**config.mk**
```make
export PLATFORM = sky130hd
export DESIGN_NAME = td_core
export DESIGN_NICKNAME = d
export VERILOG_FILES = /design/src/rtl/td_core.sv
export SDC_FILE = /design/constraint.sdc
export NUM_CORES = 1
export LEC_CHECK = 0
export ABC_AREA = 1
export CAP_MARGIN = 5
export CORE_UTILIZATION = 55
export CTS_BUF_LIST = sky130_fd_sc_hd__clkbuf_4 sky130_fd_sc_hd__clkbuf_8
export DETAILED_ROUTE_END_ITERATION = 10
export DONT_BUFFER_PORTS = 1
export GPL_ROUTABILITY_DRIVEN = 1
export PLACE_DENSITY = 0.73
export SETUP_SLACK_MARGIN = 0.15
export SYNTH_ARGS = -nofsm -noshare
export SYNTH_HDL_FRONTEND = slang
export SYNTH_SLANG_ARGS = --single-unit
```
**constraint.sdc**
```tcl
create_clock -name clk -period 2.1 [get_ports clk]
set_input_delay 0.21 -clock clk [delete_from_list [all_inputs] [get_ports clk]]
set_output_delay 0.21 -clock clk [all_outputs]
set_load 0.02 [all_outputs]
```
**src/rtl/td_core.sv**
```systemverilog
// td_core: parametrised fetch/execute core with a req/ack instruction fetch, a register file and HALT.
// Build option IN_SYNC_EN: sw_in passes through a 2-flop synchroniser before IN reads it.
module td_core #(
    parameter int DATA_W = 4,
    parameter int ADDR_W = 4,
    parameter int NREG   = 2,
    localparam int RSEL    = (NREG > 1) ? $clog2(NREG) : 1,
    localparam int INSTR_W = 4 + 2 * RSEL + DATA_W
) (
    input  logic               clk,
    input  logic               rst_n,
    input  logic               run_en,
    output logic               imem_req,
    output logic [ADDR_W-1:0]  imem_addr,
    input  logic               imem_ack,
    input  logic [INSTR_W-1:0] imem_data,
    input  logic [DATA_W-1:0]  sw_in,
    output logic [DATA_W-1:0]  out_port,
    output logic               out_valid,
    output logic               halted
);

    typedef enum logic [1:0] {S_FETCH, S_EXEC, S_HALT} state_t;

    localparam logic [3:0] OP_ADD_IMM = 4'd0;
    localparam logic [3:0] OP_MOV_IMM = 4'd1;
    localparam logic [3:0] OP_MOV_REG = 4'd2;
    localparam logic [3:0] OP_IN      = 4'd3;
    localparam logic [3:0] OP_OUT_REG = 4'd4;
    localparam logic [3:0] OP_OUT_IMM = 4'd5;
    localparam logic [3:0] OP_JMP     = 4'd6;
    localparam logic [3:0] OP_JNC     = 4'd7;
    localparam logic [3:0] OP_ADD_REG = 4'd8;
    localparam logic [3:0] OP_SUB_IMM = 4'd9;
    localparam logic [3:0] OP_HALT    = 4'd10;

    state_t              state;
    logic                pending;
    logic [INSTR_W-1:0]  ir;
    logic [ADDR_W-1:0]   ip;
    logic                cf;
    logic [DATA_W-1:0]   regs [NREG];
    logic [DATA_W-1:0]   sw_val;

    logic [3:0]          op;
    logic [RSEL-1:0]     dst;
    logic [RSEL-1:0]     src;
    logic [DATA_W-1:0]   imm;
    logic [DATA_W-1:0]   dst_val;
    logic [DATA_W-1:0]   src_val;
    logic [ADDR_W+DATA_W-1:0] imm_wide;
    logic [ADDR_W-1:0]   jmp_target;

    logic                wr_en;
    logic [DATA_W-1:0]   wr_data;
    logic                cf_next;
    logic [ADDR_W-1:0]   ip_next;
    logic                out_we;
    logic [DATA_W-1:0]   out_data;

`ifdef IN_SYNC_EN
    logic [DATA_W-1:0] sw_s1;
    logic [DATA_W-1:0] sw_s2;

    always_ff @(posedge clk or negedge rst_n) begin
        if (!rst_n) begin
            sw_s1 <= '0;
            sw_s2 <= '0;
        end else begin
            sw_s1 <= sw_in;
            sw_s2 <= sw_s1;
        end
    end

    assign sw_val = sw_s2;
`else
    assign sw_val = sw_in;
`endif

    // A request, once raised, is held by pending until acked; reset kills it at once.
    assign imem_req  = rst_n && (state == S_FETCH) && (run_en || pending);
    assign imem_addr = ip;

    assign op  = ir[INSTR_W-1 -: 4];
    assign dst = ir[DATA_W+RSEL +: RSEL];
    assign src = ir[DATA_W +: RSEL];
    assign imm = ir[DATA_W-1:0];

    assign imm_wide   = {{ADDR_W{1'b0}}, imm};
    assign jmp_target = imm_wide[ADDR_W-1:0];

    // Selectors that name no register read as zero.
    always_comb begin
        dst_val = '0;
        src_val = '0;
        for (int i = 0; i < NREG; i++) begin
            if (int'(dst) == i) dst_val = regs[i];
            if (int'(src) == i) src_val = regs[i];
        end
    end

    always_comb begin
        wr_en    = 1'b0;
        wr_data  = dst_val;
        cf_next  = 1'b0;
        ip_next  = ip + ADDR_W'(1);
        out_we   = 1'b0;
        out_data = out_port;
        case (op)
            OP_ADD_IMM: begin
                {cf_next, wr_data} = {1'b0, dst_val} + {1'b0, imm};
                wr_en = 1'b1;
            end
            OP_MOV_IMM: begin
                wr_data = imm;
                wr_en   = 1'b1;
            end
            OP_MOV_REG: begin
                wr_data = src_val;
                wr_en   = 1'b1;
            end
            OP_IN: begin
                wr_data = sw_val;
                wr_en   = 1'b1;
            end
            OP_OUT_REG: begin
                out_data = src_val;
                out_we   = 1'b1;
            end
            OP_OUT_IMM: begin
                out_data = imm;
                out_we   = 1'b1;
            end
            OP_JMP: ip_next = jmp_target;
            OP_JNC: if (!cf) ip_next = jmp_target;
            OP_ADD_REG: begin
                {cf_next, wr_data} = {1'b0, dst_val} + {1'b0, src_val};
                wr_en = 1'b1;
            end
            OP_SUB_IMM: begin
                // The extra top bit of the difference is the borrow.
                {cf_next, wr_data} = {1'b0, dst_val} - {1'b0, imm};
                wr_en = 1'b1;
            end
            default: ;
        endcase
    end

    always_ff @(posedge clk or negedge rst_n) begin
        if (!rst_n) begin
            state     <= S_FETCH;
            pending   <= 1'b0;
            ir        <= '0;
            ip        <= '0;
            cf        <= 1'b0;
            out_port  <= '0;
            out_valid <= 1'b0;
            halted    <= 1'b0;
            for (int i = 0; i < NREG; i++) regs[i] <= '0;
        end else begin
            out_valid <= 1'b0;
            case (state)
                S_FETCH: begin
                    if (imem_req && imem_ack) begin
                        ir      <= imem_data;
                        pending <= 1'b0;
                        state   <= S_EXEC;
                    end else if (imem_req) begin
                        pending <= 1'b1;
                    end
                end
                S_EXEC: begin
                    cf <= cf_next;
                    ip <= ip_next;
                    for (int i = 0; i < NREG; i++) begin
                        if (wr_en && int'(dst) == i) regs[i] <= wr_data;
                    end
                    if (out_we) begin
                        out_port  <= out_data;
                        out_valid <= 1'b1;
                    end
                    if (op == OP_HALT) begin
                        state  <= S_HALT;
                        halted <= 1'b1;
                    end else begin
                        state <= S_FETCH;
                    end
                end
                default: state <= S_HALT;
            endcase
        end
    end

endmodule

```
---- Word-level counts from Yosys, hierarchy flattened ----
Index checks and enable logic that the tools add are counted.
word-level totals
  register bits after elaboration ......... 32
  bits of input ports ..................... 18
  output and inout port bits .............. 11
  logic and storage cells ................. 61
cells by class
  add/subtract/negate cells ............... 4
  eq/ne operators ......................... 12
  mux-type cells .......................... 16
  bitwise gates (word level) .............. 1
  reduce and logical (&&, ||, !) cells .... 18
operator list
  cell                                                   count
  case mux 4 bit (6 select lines)                        1
  == test 4 x 3 -> 1 bit, second input constant          4
  case mux 4 bit (2 select lines)                        2
  == test 4 bit, second input constant                   3
  2-to-1 mux 4 bit                                       3
  adder 4 x 4 -> 5 bit                                   2
  AND reduction 2 bit                                    5
  == test 4 x 2 -> 1 bit, second input constant          2
  2-to-1 mux 1 bit                                       6
  OR reduction 6 bit                                     1
  logical AND 1 bit                                      5
  subtractor 4 x 4 -> 5 bit                              1
  adder 4 x 1 -> 4 bit, second input constant            1
  == test 4 x 1 -> 1 bit, second input constant          1
  logical NOT 4 bit                                      1
  2-to-1 mux 2 bit                                       2
  case mux 2 bit (2 select lines)                        1
  nonzero test 2 bit                                     2
  case mux 1 bit (3 select lines)                        1
  AND reduction 3 bit                                    1
  == test 2 x 1 -> 1 bit, second input constant          1
  logical NOT 2 bit                                      1
  inequality test 2 x 1 -> 1 bit, second input constant  1
  OR reduction 2 bit                                     1
  other kinds (2)                                        2

---- Logic depth before layout (Yosys ltp) ----
Gate-level depths: netlist of run 1.
  depth after elaboration ................. 6
  gate-level depth with buffers ........... 13
  mapped depth without buffers ............ 13

---- Worst setup path after synthesis of run 1 ----
OpenSTA, ideal clock, no wires.
  path type ............................... register to register
  start point ............................. reg ir[5]
  end point ............................... reg regs[5] in the netlist's numbering
  setup time .............................. 0.116 ns
  data arrival time ....................... 2.219 ns
  required time ........................... 1.984 ns
  path slack .............................. -0.235 ns
  cell stages (with the launch flop) ...... 10
  path buffers ............................ 1
  clock period less this slack ............ 2.335 ns
  path through ............................ dfrtp_1 buf_2 o21ai_0 fa_1 nand2_2 o21ai_1 nor3_1 nand2_1 nand2_1 nand2_1
on the way
  longest elaborated chain between the ends .. 3
  elaborated cells on any way between the ends .. 8
  those cells by class .................... add/sub: 3; mux: 2; bitwise: 1; reduce/logical: 2
RTL lines
  element                                                                 RTL line  source
  from (decl)                                                             39        logic [INSTR_W-1:0] ir;
  from (signal assigned)                                                  165       ir <= imem_data;
  2-to-1 mux 4 bit or inverter 1 bit (tied branches)                      97, 176
  subtractor 4 x 4 -> 5 bit (tied with other cells)                       142       {cf_next, wr_data} = {1'b0, dst_val} - {1'b0, imm};
  case mux 4 bit (6 select lines) or AND reduction 2 bit (tied branches)  n/a
  to (decl)                                                               42        logic [DATA_W-1:0] regs [NREG];
Parallel ways exist; a longest one is shown, timed or not.
A chain may end at the register's enable or synchronous reset.

---- Final worst setup path of run 1 ----
  start point ............................. reg ir[5]
  end point ............................... reg cf
on the way
  longest elaborated chain between the ends .. 3
  elaborated cells on any way between the ends .. 5
  those cells by class .................... add/sub: 3; mux: 2
RTL lines
  element                                            RTL line  source
  2-to-1 mux 4 bit (*)                               97        if (int'(dst) == i) dst_val = regs[i];
  subtractor 4 x 4 -> 5 bit (tied with other cells)  142
  case mux 1 bit (3 select lines) (*)                109       case (op)
  to (signal assigned)                               173       cf <= cf_next;
  to (decl)                                          41        logic cf;
Every way passes the cells marked *; elsewhere a longest branch is shown, timed or not.

==> metrics.txt, run 1 <==
status=complete, no violations; Critical Path Start Type=flop; vias in the first global route=1,896; via count=2,086; number of synthesis warnings=0; Root Buffer=clkbuf_8; WL final=5870 µm; layout cell share with drive strength beyond 1=0.260; antenna-violating nets left=0; Hold WS=0.0262 ns; Post-Place Setup Slack=-0.108 ns; Syn Std Cell Area=2200 µm²; die height=65.3 µm; clk buf depth=2; CTS clock-pin slew for the worst setup and hold paths=0.07 ns; fin area=2690 µm²; Post-Place Cells=352; max-slew violations=0; syn avg cell area=7.45 µm²; Total Power=5.29 mW; Vias per Instance=5.68; endpoints failing setup=0; # IOs=29; Layout Skew=0.0151 ns; CP Data Arrival Time=2.24 ns; Antenna Cells=0; die area=4270 µm²; RR Startpoint=ir[5]$_DFFE_PN0P_; post-DP HPWL=3970 µm; Port Buf Inserts=0; DP Area=2340 µm²; Global Route Usage Sum=0.284; Hold EP=pending$_DFFE_PN0P_; CP Max Fanout=8; H-tree depth=2; HP Class=in -> reg; number of cells on the worst hold path=1; register area=803 µm²; Num CTS Buffers=5; RePlAce Congestion=0.918; Filler cells=296; Synth cell types=31; core box area=3740 µm²; Synth Instances=296; Total Nets Final=353; Achievable Freq=485 MHz; sequential-to-total area share from yosys stat=0.363; Fin. Hold Viols=0; most frequent cells in the layout=82 x nand2_1, 38 x inv_1, 30 x dfrtp_1, 19 x o21ai_0, 16 x nor2_1; Slew HR=0.714; post-route setup TNS=0 ns; Cell Count, Final, Fillers Out=367; hold_sp=imem_ack; PwrDens=1970 nW/µm²; worst r2r path cells=10; worst setup margin=0.0377 ns; transition time of the tightest slew-check pin=0.427 ns; r2r endpoint=cf$_DFFE_PN0P_; FF-to-FF setup slack=0.04 ns; Post-Synthesis Net Count=331; Initial DRC Count=186; Routed wire per std cell=16.0 µm; CTS sink cnt=32; Starting Density=0.589; synthesis-stage register bit count=32; commonest non-fill, non-tap cell in the layout=nand2_1; Die Width=65.3 µm; Multi-input gate area=1370 µm²; Final Util=0.719; DRT Pass-1 Iters=5; largest net degree at the start of global routing=33; worst setup path category=reg -> reg; GRT overflow=0; antenna violations before repair=0; area grow syn2layout=22.0%; minimum clock period=2.06 ns; Row Count=22; DR DRC count=0; Worst Path Required=2.27 ns; Period Utilization, post-route=0.982; CTS tree=yes; first-pass GRT wire length=8920 µm; Critical Path Sink Type=flop; MaxCap Viol Count=0; Worst-Skew Late Latency=0.30 ns; Max VDD drop=963 µV; Pleak=1.31 nW; RSZ-0062 raised after global routing=true
-- flip-flops by register name, indices dropped and copies added (netlist names) --
name / flops
cf: 1
halted: 1
imem_addr: 4
ir: 10
out_port: 4
out_valid: 1
pending: 1
regs: 8
state: 2
-- final cells by class --
cell class / instances / area share
inverter: 49 / 0.0684
clock buffer: 7 / 0.0335
clock inverter: 1 / 0.00279
tap: 48 / 0.0223
multi-input combinational: 211 / 0.508
sequential: 32 / 0.299
timing repair buffer: 19 / 0.0660
-- repair_timing --
action / 4_1_cts / 5_1_grt
pin swaps: 4 / 12
setup buffers: 4 / 1
resized for setup: 20 / 26
hold buffers: 2 / 0
endpoints found under the setup margin: 7 / 7
endpoints found under the hold margin: 32 / 0
-- Yosys cell counts --
cell      instances  share of area
xor2_1            1         0.0040
buf_6             1         0.0051
nor3_1            3         0.0068
o22ai_1           3         0.0085
buf_4             2         0.0068
o21ai_1           7          0.016
dfrtp_1          32           0.36
nor4_2            1         0.0057
a21oi_1           9          0.020
inv_2             4         0.0068
buf_2             1         0.0023
nor2_4            2          0.010
fa_1              3          0.027
or2_1             1         0.0028
nand4_1           4          0.011
ha_1             14          0.079
o21ai_0          26          0.059
nand3_1          16          0.036
nor2_1           16          0.027
o21ai_2           1         0.0040
nor2_2            2         0.0057
nand2_1          85           0.14
mux2_2            2          0.010
inv_1            45          0.077
nor3_4            3          0.022
a31oi_1           1         0.0028
nand2_2           4          0.011
or2_2             2         0.0057
nand3b_1          2         0.0068
a21oi_2           1         0.0040
o211ai_1          2         0.0068
-- worst max path at each step --
stage | startpoint | to | depth (start not counted)
global route | ir[5]$_DFFE_PN0P_ | regs[7]$_DFFE_PN0P_ | 11
floorplan | ir[4]$_DFFE_PN0P_ | cf$_DFFE_PN0P_ | 10
detailed placement | ir[5]$_DFFE_PN0P_ | cf$_DFFE_PN0P_ | 11
CTS | ir[5]$_DFFE_PN0P_ | regs[7]$_DFFE_PN0P_ | 10
global placement | ir[5]$_DFFE_PN0P_ | regs[2]$_DFFE_PN0P_ | 9
finish | ir[5]$_DFFE_PN0P_ | cf$_DFFE_PN0P_ | 10
-- metal layers --
layer	vias up	GRT usage	wire length, µm	share of wire
met5	-	0	0	0
met4	0	0.103	174	0.030
met3	22	0.0677	405	0.069
met2	99	0.466	2830	0.48
met1	974	0.363	2460	0.42
li1	991	-	-	-
-- report_power, final --
part,internal [mW],switching [mW]
registers,0.897,0.447
logic,1.47,1.94
clock network,0.279,0.257
-- logic make-up (layout without fill, tap and decap cells) --
| logic type | count (synthesis) | in the layout | share of synthesized area |
|---|---|---|---|
| and+or+nand+nor | 141 | 141 | 0.297 |
| buffers and inverters | 53 | 76 | 0.0976 |
| AOI/OAI and AO/OA | 50 | 50 | 0.121 |
| DFF | 32 | 32 | 0.363 |
| adders and majority gates | 17 | 17 | 0.107 |
| muxes | 2 | 2 | 0.0102 |
| xor gates and xnor gates | 1 | 1 | 0.00397 |
-- worst max-delay path, cell delays in order (launching register included) --
cell     delay (ns)
dfrtp_2        0.48
o21ai_2        0.18
inv_2          0.09
ha_4           0.17
fa_2           0.33
nand2_1        0.07
inv_1          0.05
o21ai_0        0.18
a21oi_1        0.09
nor3_1         0.22
a21oi_1        0.07
Note: power is estimated with default switching activity, not from simulation.
==> inputs of run 2 (changes only) <==
- CTS_BUF_LIST: sky130_fd_sc_hd__clkbuf_4 sky130_fd_sc_hd__clkbuf_8 -> default
==> run 2 against run 1 <==
Effect of this change:
- clock power fell by 3%
- sequential cell count unchanged
- register-to-register slack worse by 0.02 ns
- total power decreased by 0.22%
- count of clock-buffer cells in the layout did not move
- clock skew is essentially flat
- critical path depth rose by 1
- sequential share of layout area is essentially flat
- via count is 1.4% lower
- non-clock buffer count did not move
- critical endpoint unchanged
- highest routed layer unchanged
==> metrics.txt, run 2 (same netlist as run 1, synthesis figures left out) <==
status=complete, no violations; CTS sink cnt=32 (unchanged); Starting Density=0.589 (unchanged); register area=803 µm² (unchanged); die area=4270 µm² (unchanged); Final Util=0.718 (-0.00100); Worst Path Required=2.27 ns (about the same); minimum clock period=2.09 ns (+0.0249 ns); Root Buffer=clkbuf_8; CP Max Fanout=8 (unchanged); transition time of the tightest slew-check pin=0.432 ns (+0.00514 ns); Initial DRC Count=199 (+7.0%); endpoints failing setup=0 (unchanged); Total Nets Final=353 (unchanged); H-tree depth=2 (unchanged); Cell Count, Final, Fillers Out=367 (unchanged); DRT Pass-1 Iters=4 (-1); HP Class=in -> reg; Comb power frac=0.646 (+0.002); Port Buf Inserts=0 (unchanged); CP Data Arrival Time=2.26 ns (+0.02 ns); Critical Path Sink Type=flop; max-slew violations=0 (unchanged); antenna-violating nets left=0 (unchanged); Routed wire per std cell=16.1 µm (+0.78%); Pleak=1.31 nW (-0.26%); Die Width=65.3 µm (unchanged); Global Route Usage Sum=0.284 (-0.000742); Net Sw Frac=0.502 (+0.00176); biggest regs=ir: 10 flops, regs: 8 flops; Period Utilization, post-route=0.994 (+0.0118); Post-Place Cells=352 (unchanged); # IOs=29 (unchanged); Num CTS Buffers=5 (unchanged); Multi-input gate area=1370 µm² (unchanged); WL final=5910 µm (+0.78%); RePlAce Congestion=0.918 (unchanged); GRT overflow=0 (unchanged); via count=2,056 (-1.4%); die height=65.3 µm (unchanged); core box area=3740 µm² (unchanged); sequential power share=0.255 (about the same); Hold WS=0.0293 ns (+0.00319 ns); Critical Path Start Type=flop; MaxCap Viol Count=0 (unchanged); post-DP HPWL=3970 µm (unchanged); CTS tree=yes; commonest non-fill, non-tap cell in the layout=nand2_1; Layout Skew=0.0155 ns (+0.000427 ns); Total Power=5.28 mW (-0.22%); DR DRC count=0 (unchanged); max FFs per register=10 (unchanged); PwrDens=1960 nW/µm² (about the same); Worst-Skew Late Latency=0.30 ns (about the same); CTS clock-pin slew for the worst setup and hold paths=0.07 ns (about the same); Fin. Hold Viols=0 (unchanged); Antenna Cells=0 (unchanged); RSZ-0062 raised after global routing=true; Achievable Freq=479 MHz (-1.2%); clk buf depth=2 (unchanged); most frequent cells in the layout=82 x nand2_1, 38 x inv_1, 30 x dfrtp_1, 19 x o21ai_0, 16 x nor2_1; Row Count=22 (unchanged); Vias per Instance=5.60 (-1.4%); vias in the first global route=1,891 (-0.26%); area grow syn2layout=21.9%; Max VDD drop=972 µV (+1.0%); worst setup path category=reg -> reg; layout cell share with drive strength beyond 1=0.257 (-0.00313); largest net degree at the start of global routing=33 (unchanged); first-pass GRT wire length=8900 µm (-0.22%); antenna violations before repair=0 (unchanged); P_sw=2.65 mW (+0.13%); Slew HR=0.711 (-0.00343); Clock power frac=0.099 (-0.003); post-route setup TNS=0 ns (unchanged); Biggest register=ir; Cell Int Power=2.63 mW (-0.57%); Filler cells=298 (+0.68%)
run 2: path summary, 6_finish.rpt:
check | endpoint | slack [ns] | depth (start not counted) | startpoint
worst min-delay path | pending$_DFFE_PN0P_ | 0.03 | 1 | imem_ack
min in group asynchronous | ir[1]$_DFFE_PN0P_ | 0.35 | 2 | rst_n
worst max-delay path | cf$_DFFE_PN0P_ | 0.01 | 11 | ir[5]$_DFFE_PN0P_
max in group asynchronous | ir[5]$_DFFE_PN0P_ | 1.54 | 2 | rst_n
worst min register to register | regs[0]$_DFFE_PN0P_ | 0.48 | 2 | regs[0]$_DFFE_PN0P_
worst max register to register | cf$_DFFE_PN0P_ | 0.01 | 11 | ir[5]$_DFFE_PN0P_
run 2: power groups by stage:
stage	registers [mW]	clock network (mW)	logic [mW]
after global routing	1.38	0.547	3.78
after global placement	1.30	0	2.57
after detailed placement	1.31	0	2.64
final	1.35	0.521	3.41
after CTS	1.31	0.523	2.90
after floorplan	1.19	0	1.93
run 2: what timing repair did:
| action | 4_1_cts | 5_1_grt |
|---|---|---|
| setup buffers | 4 | 1 |
| hold endpoints to repair | 32 | 0 |
| endpoints found under the setup margin | 7 | 7 |
| pin swaps | 4 | 12 |
| gates resized for setup | 20 | 26 |
| hold buffers | 2 | 0 |
run 2: per-stage QoR:
stage / setup WS [ns] / instance area (µm²)
finish: 0.0128 / 2690
global route: 0.00913 / 2690
floorplan: 0.150 / 2210
detailed placement: -0.108 / 2340
CTS: 0.0944 / 2550
global placement: -0.0742 / 2340
run 2: cell type report:
cell class | instances | area share
multi-input cells | 211 | 0.509
clock buffers | 7 | 0.0321
repair buffers | 19 | 0.0661
clock inverters | 1 | 0.00279
flip-flops and latches | 32 | 0.299
well taps | 48 | 0.0224
inverters | 49 | 0.0685
run 2: worst max-delay path: stages (launching register included):
cell,delay (ns)
dfrtp_2,0.48
nand2_2,0.10
o21ai_2,0.08
inv_2,0.09
ha_4,0.17
fa_2,0.33
nand2_1,0.07
inv_1,0.05
o21ai_0,0.18
a21oi_1,0.09
nor3_1,0.24
a21oi_1,0.07
run 2: per-layer routing:
layer / routed length (µm) / GRT usage / vias to the layer above
met2: 2890 / 0.464 / 76
li1: - / - / 992
met1: 2500 / 0.363 / 972
met3: 378 / 0.0677 / 16
met4: 146 / 0.103 / 0
met5: 0 / 0 / -
